<file path="config.mk">
export PLATFORM = sky130hd
export DESIGN_NAME = store_capture
export DESIGN_NICKNAME = d
export VERILOG_FILES = /design/src/rtl/store_capture_pkg.sv /design/src/rtl/store_fifo.sv /design/src/rtl/store_capture.sv
export SDC_FILE = /design/constraint.sdc
export NUM_CORES = 1
export LEC_CHECK = 0
export CAP_MARGIN = 10
export CORE_MARGIN = 3
export CORE_UTILIZATION = 40
export DETAILED_ROUTE_END_ITERATION = 16
export GPL_ROUTABILITY_DRIVEN = 0
export PLACE_DENSITY = 0.61
export RECOVER_POWER = 25
export SYNTH_ARGS = -nofsm -noshare
export SYNTH_HDL_FRONTEND = slang
export SYNTH_HIERARCHICAL = 1
export SYNTH_SLANG_ARGS = --single-unit
</file>
<file path="constraint.sdc">
create_clock -name clk -period 9.05 [get_ports clk]
set_clock_uncertainty 0.1 [all_clocks]
set_input_delay 1.81 -clock clk [delete_from_list [all_inputs] [get_ports clk]]
set_output_delay 1.81 -clock clk [all_outputs]
set_load 0.03 [all_outputs]
</file>
<file path="src/rtl/store_capture_pkg.sv">
// store_capture_pkg
//   Shared defaults and the FIFO entry type for the store_capture block.
//   Optional feature macro: STORE_CAPTURE_TIMESTAMP_EN. When it is defined,
//   every entry also carries the cycle count at the moment of the push.
package store_capture_pkg;

  localparam int          N_DEF            = 16;
  localparam int          DEPTH_DEF        = 8;
  localparam logic [15:0] CAPTURE_ADDR_DEF = 16'h0040;
  localparam logic [15:0] HALT_ADDR_DEF    = 16'h00FE;

  // Default entry layout, used when the FIFO is built at the default width.
  typedef struct packed {
    logic [N_DEF-1:0] data;
`ifdef STORE_CAPTURE_TIMESTAMP_EN
    logic [N_DEF-1:0] time_stamp;
`endif
  } capture_entry_t;

endpackage

</file>
<file path="src/rtl/store_fifo.sv">
// store_fifo
//   Synchronous FIFO with a registered head. The head register always holds
//   the oldest entry while the FIFO is non-empty, so the consumer sees
//   registered data with one cycle of push-to-head latency and no bypass.
// Ports:
//   clk, reset      clock, synchronous active-high reset
//   push            request to enqueue push_entry this edge
//   push_entry      entry to enqueue
//   pop_req         consumer ready; ignored while empty
//   head            registered oldest entry (holds last value when empty)
//   empty           no entries stored
//   count           current occupancy, 0..DEPTH
//   push_accepted   the push was taken (not full, or a pop frees a slot)
module store_fifo
  import store_capture_pkg::*;
#(
  parameter type entry_t = capture_entry_t,
  parameter int  DEPTH   = DEPTH_DEF,
  localparam int AW      = $clog2(DEPTH),
  localparam int CW      = AW + 1
) (
  input  logic          clk,
  input  logic          reset,
  input  logic          push,
  input  entry_t        push_entry,
  input  logic          pop_req,
  output entry_t        head,
  output logic          empty,
  output logic [CW-1:0] count,
  output logic          push_accepted
);

  entry_t        mem [DEPTH];
  entry_t        head_q;
  entry_t        head_next;
  logic [AW-1:0] wr_ptr;
  logic [AW-1:0] rd_ptr;
  logic [AW-1:0] rd_next;
  logic [CW-1:0] count_q;
  logic [CW-1:0] count_next;
  logic          full;
  logic          pop;

  assign empty         = (count_q == '0);
  assign full          = (count_q == CW'(DEPTH));
  assign pop           = pop_req & ~empty;
  // When full, a same-edge pop frees the slot the push needs.
  assign push_accepted = push & (~full | pop);
  assign rd_next       = pop ? rd_ptr + AW'(1) : rd_ptr;

  always_comb begin
    count_next = count_q;
    case ({push_accepted, pop})
      2'b10:   count_next = count_q + CW'(1);
      2'b01:   count_next = count_q - CW'(1);
      default: count_next = count_q;
    endcase

    // The new head either already sits in memory or is being written on this
    // very edge (the FIFO was empty, or drains to the slot being filled).
    head_next = head_q;
    if (count_next != '0) begin
      if (push_accepted && (wr_ptr == rd_next)) begin
        head_next = push_entry;
      end else begin
        head_next = mem[rd_next];
      end
    end
  end

  always_ff @(posedge clk) begin
    if (reset) begin
      wr_ptr  <= '0;
      rd_ptr  <= '0;
      count_q <= '0;
      head_q  <= '0;
    end else begin
      if (push_accepted) begin
        wr_ptr <= wr_ptr + AW'(1);
      end
      rd_ptr  <= rd_next;
      count_q <= count_next;
      head_q  <= head_next;
    end
  end

  // Storage is not reset; the pointers define what is valid.
  always_ff @(posedge clk) begin
    if (!reset && push_accepted) begin
      mem[wr_ptr] <= push_entry;
    end
  end

  assign head  = head_q;
  assign count = count_q;

endmodule

</file>
<file path="src/rtl/store_capture.sv">
// store_capture
//   Snoops the store bus of the single-cycle MIPS `computer`. Stores to
//   CAPTURE_ADDR are queued and streamed out; the first store to HALT_ADDR
//   raises a sticky done and latches its data as an exit code.
//   Optional feature macro: STORE_CAPTURE_TIMESTAMP_EN adds a free-running
//   cycle counter, a per-entry timestamp (out_time) and halt_time.
// Handshake: out_valid/out_ready. A transfer happens on a posedge where
//   out_valid & out_ready are both high; out_data (and out_time) stay stable
//   while out_valid & !out_ready; out_ready is ignored while out_valid is low.
// Ports:
//   clk, reset      clock, synchronous active-high reset
//   memwrite        store strobe
//   dataadr         store byte address
//   writedata       store data
//   out_valid       head entry valid
//   out_ready       consumer accepts head
//   out_data        head data
//   count           occupancy
//   dropped         saturating count of pushes lost to a full FIFO
//   done            sticky halt flag
//   exit_code       data of the first halt store
//   out_time        (macro only) push-time cycle count of head entry
//   halt_time       (macro only) cycle count of the first halt store
module store_capture
  import store_capture_pkg::*;
#(
  parameter int          N            = N_DEF,
  parameter int          DEPTH        = DEPTH_DEF,
  parameter logic [N-1:0] CAPTURE_ADDR = N'(CAPTURE_ADDR_DEF),
  parameter logic [N-1:0] HALT_ADDR    = N'(HALT_ADDR_DEF)
) (
  input  logic                   clk,
  input  logic                   reset,
  input  logic                   memwrite,
  input  logic [N-1:0]           dataadr,
  input  logic [N-1:0]           writedata,
  output logic                   out_valid,
  input  logic                   out_ready,
  output logic [N-1:0]           out_data,
  output logic [$clog2(DEPTH):0] count,
  output logic [N-1:0]           dropped,
  output logic                   done,
  output logic [N-1:0]           exit_code
`ifdef STORE_CAPTURE_TIMESTAMP_EN
  ,
  output logic [N-1:0]           out_time,
  output logic [N-1:0]           halt_time
`endif
);

  // Same layout as capture_entry_t, but sized by this instance's N.
  typedef struct packed {
    logic [N-1:0] data;
`ifdef STORE_CAPTURE_TIMESTAMP_EN
    logic [N-1:0] time_stamp;
`endif
  } entry_t;

  logic   push;
  logic   halt;
  logic   push_accepted;
  logic   empty;
  entry_t push_entry;
  entry_t head;

  // Full-width compares; the two decodes are independent so an overlapping
  // address both pushes and halts.
  assign push = memwrite & (dataadr == CAPTURE_ADDR);
  assign halt = memwrite & (dataadr == HALT_ADDR);

`ifdef STORE_CAPTURE_TIMESTAMP_EN
  logic [N-1:0] cycle;

  always_ff @(posedge clk) begin
    if (reset) begin
      cycle <= '0;
    end else begin
      cycle <= cycle + N'(1);
    end
  end

  always_comb begin
    push_entry            = '0;
    push_entry.data       = writedata;
    push_entry.time_stamp = cycle;
  end
`else
  always_comb begin
    push_entry      = '0;
    push_entry.data = writedata;
  end
`endif

  store_fifo #(
    .entry_t (entry_t),
    .DEPTH   (DEPTH)
  ) u_fifo (
    .clk           (clk),
    .reset         (reset),
    .push          (push),
    .push_entry    (push_entry),
    .pop_req       (out_ready),
    .head          (head),
    .empty         (empty),
    .count         (count),
    .push_accepted (push_accepted)
  );

  assign out_valid = ~empty;
  assign out_data  = head.data;
`ifdef STORE_CAPTURE_TIMESTAMP_EN
  assign out_time  = head.time_stamp;
`endif

  // A push that the FIFO refused is a drop; the counter sticks at all-ones.
  always_ff @(posedge clk) begin
    if (reset) begin
      dropped <= '0;
    end else if (push && !push_accepted && (dropped != '1)) begin
      dropped <= dropped + N'(1);
    end
  end

  // Only the first halt store is recorded; done stays set until reset.
  always_ff @(posedge clk) begin
    if (reset) begin
      done      <= 1'b0;
      exit_code <= '0;
`ifdef STORE_CAPTURE_TIMESTAMP_EN
      halt_time <= '0;
`endif
    end else if (halt && !done) begin
      done      <= 1'b1;
      exit_code <= writedata;
`ifdef STORE_CAPTURE_TIMESTAMP_EN
      halt_time <= cycle;
`endif
    end
  end

endmodule

</file>
==> out/metrics.csv, run 1 <==
metric;value;unit
grt_pass1_wl;34600;um
synth_top_family_by_area;simple AND/OR/NAND/NOR gates;
rsz0062_at_grt;no;
ys_seq_elements;187;
syn_area;0.00928;sq mm
cts-root-buf;clkbuf_16;
cts_made_buffers;17;
core_area;0.0227;sq mm
syn_area_per_cell;11.8;sq um
min_from;done;
ir_drop;0.135;mV
comb_power_share;0.023;
yosys.area_share.simple;0.137;
antenna_found_initial;0;
synthAdderAreaFrac;0.00890;
io_buffers;89;
clock.fmax;186;MHz
grt_pass1_vias;6153;
start_util;0.409;
crit_fanout;32;
ys_async_sr_fraction;0;
io_pins;90;
dr.pass1.iters;4;
hpwl;14200;um
layout.nets;893;
grt_overflow_total;0;
cts_tree;built;
routed_wl;22000;um
p_switching;351;uW
routed_via_density;5.64;
fp.dieH;158;um
fin_crit;5.37;ns
synth_compound_area_frac;0.128;
maxCapViolCount;0;
start_kind;primary input;
cts.sinks;187;
relSlewSlack;0.317;
rows;55;
drt_iter0_markers;380;
clockPowerShare;0.452;
startpoint;dataadr[1];
grt_usage;0.179;
drv_slew;0;
drtAntennaViolNets;0;
area_delta_synth_final;18.8;%
clock_latency;0.43;ns
die_area;0.0251;sq mm
synth_xor_area_frac;0.0139;
grt_max_degree;87;
postCtsResizedCells;0;
hold_violations;0;
totalNegativeSetupSlack;0;ns
regToRegSetupSlack;5.40;ns
clkTransAtPathRegs;0.07;ns
end_kind;register;
swShare;0.202;
required;9.29;ns
drcViolationCount;0;
synth_cell_types;54;
timing.final.crit_share;0.593;
fin_hold_ws;0.377;ns
routedWlPerCell;19.1;um
reg2reg_from;u_fifo/rd_ptr[1];
setup_viol;0;
synth_flop_cell;edfxtp_1;
postCtsHoldBufs;0;
internal_power;1380;uW
outcome;complete, no violations;
synth_edf_count;128;
post_cts_buffers;0;
vias;6475;
power_leakage;0.00349;uW
powerDensity;157;mW/mm^2
final_common_cell;edfxtp_1;
power_frac_seq;0.525;
final_cell_mix;edfxtp_1 (128), mux2i_1 (83), a211oi_1 (78), a21oi_1 (77), nor2b_1 (77);
die_w;158;um
syn_nets;829;
synthMuxAreaShare;0.136;
yosys_warnings;6;
cp_data_arrival_time;5.61;ns
h-tree-depth;4;
hold_path.class;register to register;
critical_path_class;primary input to register;
antennaDiodeCount;0;
clock_path_buffers;2;
synth_cells;787;
ys_seq_area_frac;0.541;
drive_gt1_frac;0.0880;
tightest_slew;1.02;ns
==> cells by family (layout without fill, tap and decap cells) <==
family | after synthesis | in the layout
AO/OA/AOI/OAI | 183 | 183
XOR/XNOR | 11 | 11
adder cells (fa/ha/maj) | 6 | 6
buffers and inverters | 73 | 150
flip-flops | 187 | 187
multiplexers | 103 | 103
AND/OR/NAND/NOR | 224 | 224
==> flip-flops by register name, indices dropped and copies added (netlist names) <==
| register | count |
|---|---|
| u_fifo/mem | 128 |
| done | 1 |
| u_fifo/rd_ptr | 3 |
| u_fifo/wr_ptr | 3 |
| u_fifo/count | 4 |
| exit_code | 16 |
| u_fifo/head | 16 |
| dropped | 16 |
==> area by class of cell <==
| type | count | area (sq um) |
|---|---|---|
| clock buffers | 21 | 503 |
| clock inverters | 11 | 128 |
| fillers | 2078 | 11700 |
| inverters | 13 | 48.8 |
| multi-input cells | 527 | 3960 |
| flip-flops and latches | 187 | 5030 |
| well taps | 285 | 357 |
| repair buffers | 105 | 1010 |
==> final timing paths <==
check | end | depth (start not counted)
min | done | 2
min reg2reg | done | 2
max reg2reg | u_fifo/head[12] | 9
max | u_fifo/head[12] | 13
==> through the flow <==
step | utilization | worst slack, ns | instances | power, uW | area, sq um
6_report | 0.486 | 3.68 | 1149 | 1740 | 11000
5_1_grt | 0.486 | 3.43 | 1149 | 1790 | 11000
4_1_cts | 0.486 | 3.71 | 1149 | 1760 | 11000
3_5_place_dp | 0.458 | 3.25 | 1117 | 972 | 10400
3_3_place_gp | 0.458 | 3.35 | 1117 | 971 | 10400
2_1_floorplan | - | 3.87 | 787 | 940 | 9280
==> power by group through the flow <==
stage	clock [uW]	combinational, uW	sequential (uW)
after floorplan	0	8.70	931
after global placement	0	40.9	930
after detailed placement	0	41.3	930
after CTS	804	41.4	911
after global routing	841	43.2	911
final	785	39.7	911
==> synthesized netlist by cell type (all sizes together) (3+ instances only) <==
library cell  instances  area share
xor2                  3      0.0049
inv                  13      0.0053
buf                  29       0.017
nor3                 25       0.013
a211oi               78       0.063
o31ai                 7      0.0057
nand2b                4      0.0027
nor2                 41       0.017
and3                  4      0.0027
a21oi                77       0.042
or3                   8      0.0054
dfxtp                59        0.13
or4                   9      0.0077
mux2i                83       0.090
edfxtp              128        0.41
o21ai                 7      0.0038
ha                    5      0.0067
nand3                12      0.0065
nand4                 4      0.0027
xnor2                 7      0.0066
nand2                18      0.0081
nor2b                77       0.052
mux4                 18       0.044
a31oi                 3      0.0020
clkbuf               31       0.013
nor3b                15       0.012
==> critical path: stages <==
cell	delay, ns
clkdlybuf4s50_1	0.42
or4_4	0.56
or3_1	0.34
nor2_1	0.43
nor2_1	0.18
ha_1	0.32
a21o_1	0.19
a2111oi_0	0.46
o31ai_1	0.14
o211ai_1	0.11
buf_4	0.32
a21oi_1	0.08
a221oi_1	0.26
==> metal layers <==
metal | wire (um) | GRT usage
met1 | 10800 | 0.267
met2 | 10000 | 0.271
met3 | 901 | 0.0348
met4 | 216 | 0.0463
met5 | 0 | 0
Power figures use the tool's default switching activity.
==> run 2: changes to the inputs <==
--- a/config.mk
+++ b/config.mk
@@ -10,7 +10,7 @@
 export CORE_UTILIZATION = 40
 export DETAILED_ROUTE_END_ITERATION = 16
 export GPL_ROUTABILITY_DRIVEN = 0
-export PLACE_DENSITY = 0.61
+export PLACE_DENSITY = 0.64
 export RECOVER_POWER = 25
 export SYNTH_ARGS = -nofsm -noshare
 export SYNTH_HDL_FRONTEND = slang
==> constraint.sdc (replaced) <==
create_clock -name clk -period 4.55 [get_ports clk]
set_clock_uncertainty 0.1 [all_clocks]
set_input_delay 0.91 -clock clk [delete_from_list [all_inputs] [get_ports clk]]
set_output_delay 0.91 -clock clk [all_outputs]
set_load 0.03 [all_outputs]
==> out/metrics.csv, run 2 (same netlist as run 1, synthesis figures left out) <==
metric;value;unit;change
grt_max_degree;117;;+34%
timing.final.crit_share;0.935;;
io_buffers;89;;unchanged
hpwl;14100;um;-0.72%
internal_power;2710;uW;+96%
antenna_found_initial;0;;unchanged
fin_util;0.490;;+0.00468
antennaDiodeCount;0;;unchanged
hold_violations;0;;unchanged
drtAntennaViolNets;0;;unchanged
die_area;0.0251;sq mm;unchanged
rows;55;;unchanged
drt_iter0_markers;470;;+24%
fp.dieH;158;um;unchanged
drcViolationCount;0;;unchanged
regMostFlops;u_fifo/mem;;
postCtsHoldBufs;0;;unchanged
grt_pass1_wl;34500;um;-0.16%
cp_data_arrival_time;4.49;ns;-1.12 ns
rsz0062_at_grt;no;;
swShare;0.203;;+0.000902
cts-root-buf;clkbuf_16;;
io_pins;90;;unchanged
h-tree-depth;4;;unchanged
p_switching;693;uW;+97%
postCtsResizedCells;0;;unchanged
fillerInstances;1977;;-4.9%
cts_tree;built;;
fin_crit;4.25;ns;
vias;6514;;+0.60%
cts_made_buffers;17;;unchanged
routed_via_density;5.62;;-0.27%
outcome;complete, no violations;;
crit_fanout;32;;unchanged
ir_drop;0.270;mV;+100%
layout.nets;903;;+1.1%
power_frac_seq;0.532;;+0.007
die_w;158;um;unchanged
clock_latency;0.43;ns;about the same
grt_pass1_vias;6238;;+1.4%
drive_gt1_frac;0.0961;;+0.00815
power_leakage;0.00354;uW;+1.6%
start_kind;primary input;;
largest_register_ffs;128;;unchanged
routed_wl;21900;um;-0.39%
setup_viol;0;;unchanged
relSlewSlack;0.309;;-0.00789
clock_path_buffers;2;;unchanged
maxCapViolCount;0;;unchanged
end_kind;register;;
place_area;0.0105;sq mm;+1.3%
final_cell_mix;edfxtp_1 (128), mux2i_1 (83), a211oi_1 (78), a21oi_1 (77), nor2b_1 (77);;
cts.sinks;187;;unchanged
required;4.79;ns;-4.50 ns
fin_hold_ws;0.383;ns;+0.00629 ns
setup_ws;0.296;ns;-3.38 ns
tightest_slew;1.04;ns;+0.0135 ns
comb_power_share;0.023;;about the same
totalNegativeSetupSlack;0;ns;unchanged
start_util;0.409;;unchanged
hold_path.class;register to register;;
clkTransAtPathRegs;0.07;ns;about the same
post_cts_buffers;0;;unchanged
clockPowerShare;0.445;;-0.007
grt_overflow_total;0;;unchanged
dr.pass1.iters;5;;+1
fin_area;0.0111;sq mm;+0.96%
grt_usage;0.179;;-0.000592
critical_path_class;primary input to register;;
final_common_cell;edfxtp_1;;
area_delta_synth_final;19.9;%;
routedWlPerCell;18.9;um;-1.3%
powerDensity;306;mW/mm^2;+94%
dp_slack;-0.0762;ns;-3.33 ns
drv_slew;0;;unchanged
clock.fmax;235;MHz;
core_area;0.0227;sq mm;unchanged
[run 2: layer usage]
metal / GRT usage / part of all wire
met3: 0.0348 / 0.044
met5: 0 / 0
met2: 0.282 / 0.46
met4: 0.0475 / 0.012
met1: 0.255 / 0.48
[run 2: worst max-delay path: stages]
cell and delay, ns:
clkdlybuf4s50_1 0.42, or4_4 0.56, or3_1 0.35, nor2_1 0.16, nor2_1 0.12, ha_1 0.32
a21o_1 0.21, a2111oi_0 0.56, o31ai_1 0.14, o211ai_1 0.17, buf_12 0.22, a21oi_1 0.06
a221oi_1 0.29
[run 2: power by group through the flow]
stage | logic [uW] | registers [uW] | clock network, uW
floorplan | 17.3 | 1850 | 0
global placement | 78.9 | 1850 | 0
detailed placement | 79.3 | 1850 | 0
CTS | 79.6 | 1810 | 1540
global route | 83.0 | 1810 | 1610
finish | 77.0 | 1810 | 1520
[run 2: stage by stage]
step / total power [uW] / cells
finish: 3410 / 1159
global route: 3500 / 1159
CTS: 3430 / 1159
detailed placement: 1930 / 1127
global placement: 1930 / 1127
floorplan: 1870 / 787
[run 2: layout make-up]
cell class,count,area [sq um],share of cell area
Clock inverter,13,166,0.0149
Inverter,13,48.8,0.00438
Tap cell,285,357,0.0320
Timing Repair Buffer,115,1140,0.103
Multi-Input combinational cell,527,3960,0.355
Clock buffer,19,433,0.0389
Sequential cell,187,5030,0.452
[run 2: worst paths after layout]
| kind | startpoint | endpoint | slack (ns) | cells past startpoint |
|---|---|---|---|---|
| worst max register to register | u_fifo/count[0] | u_fifo/head[12] | 1.34 | 10 |
| worst max-delay path | dataadr[1] | u_fifo/head[12] | 0.30 | 13 |
| worst min register to register | done | done | 0.38 | 2 |
| worst min-delay path | done | done | 0.38 | 2 |
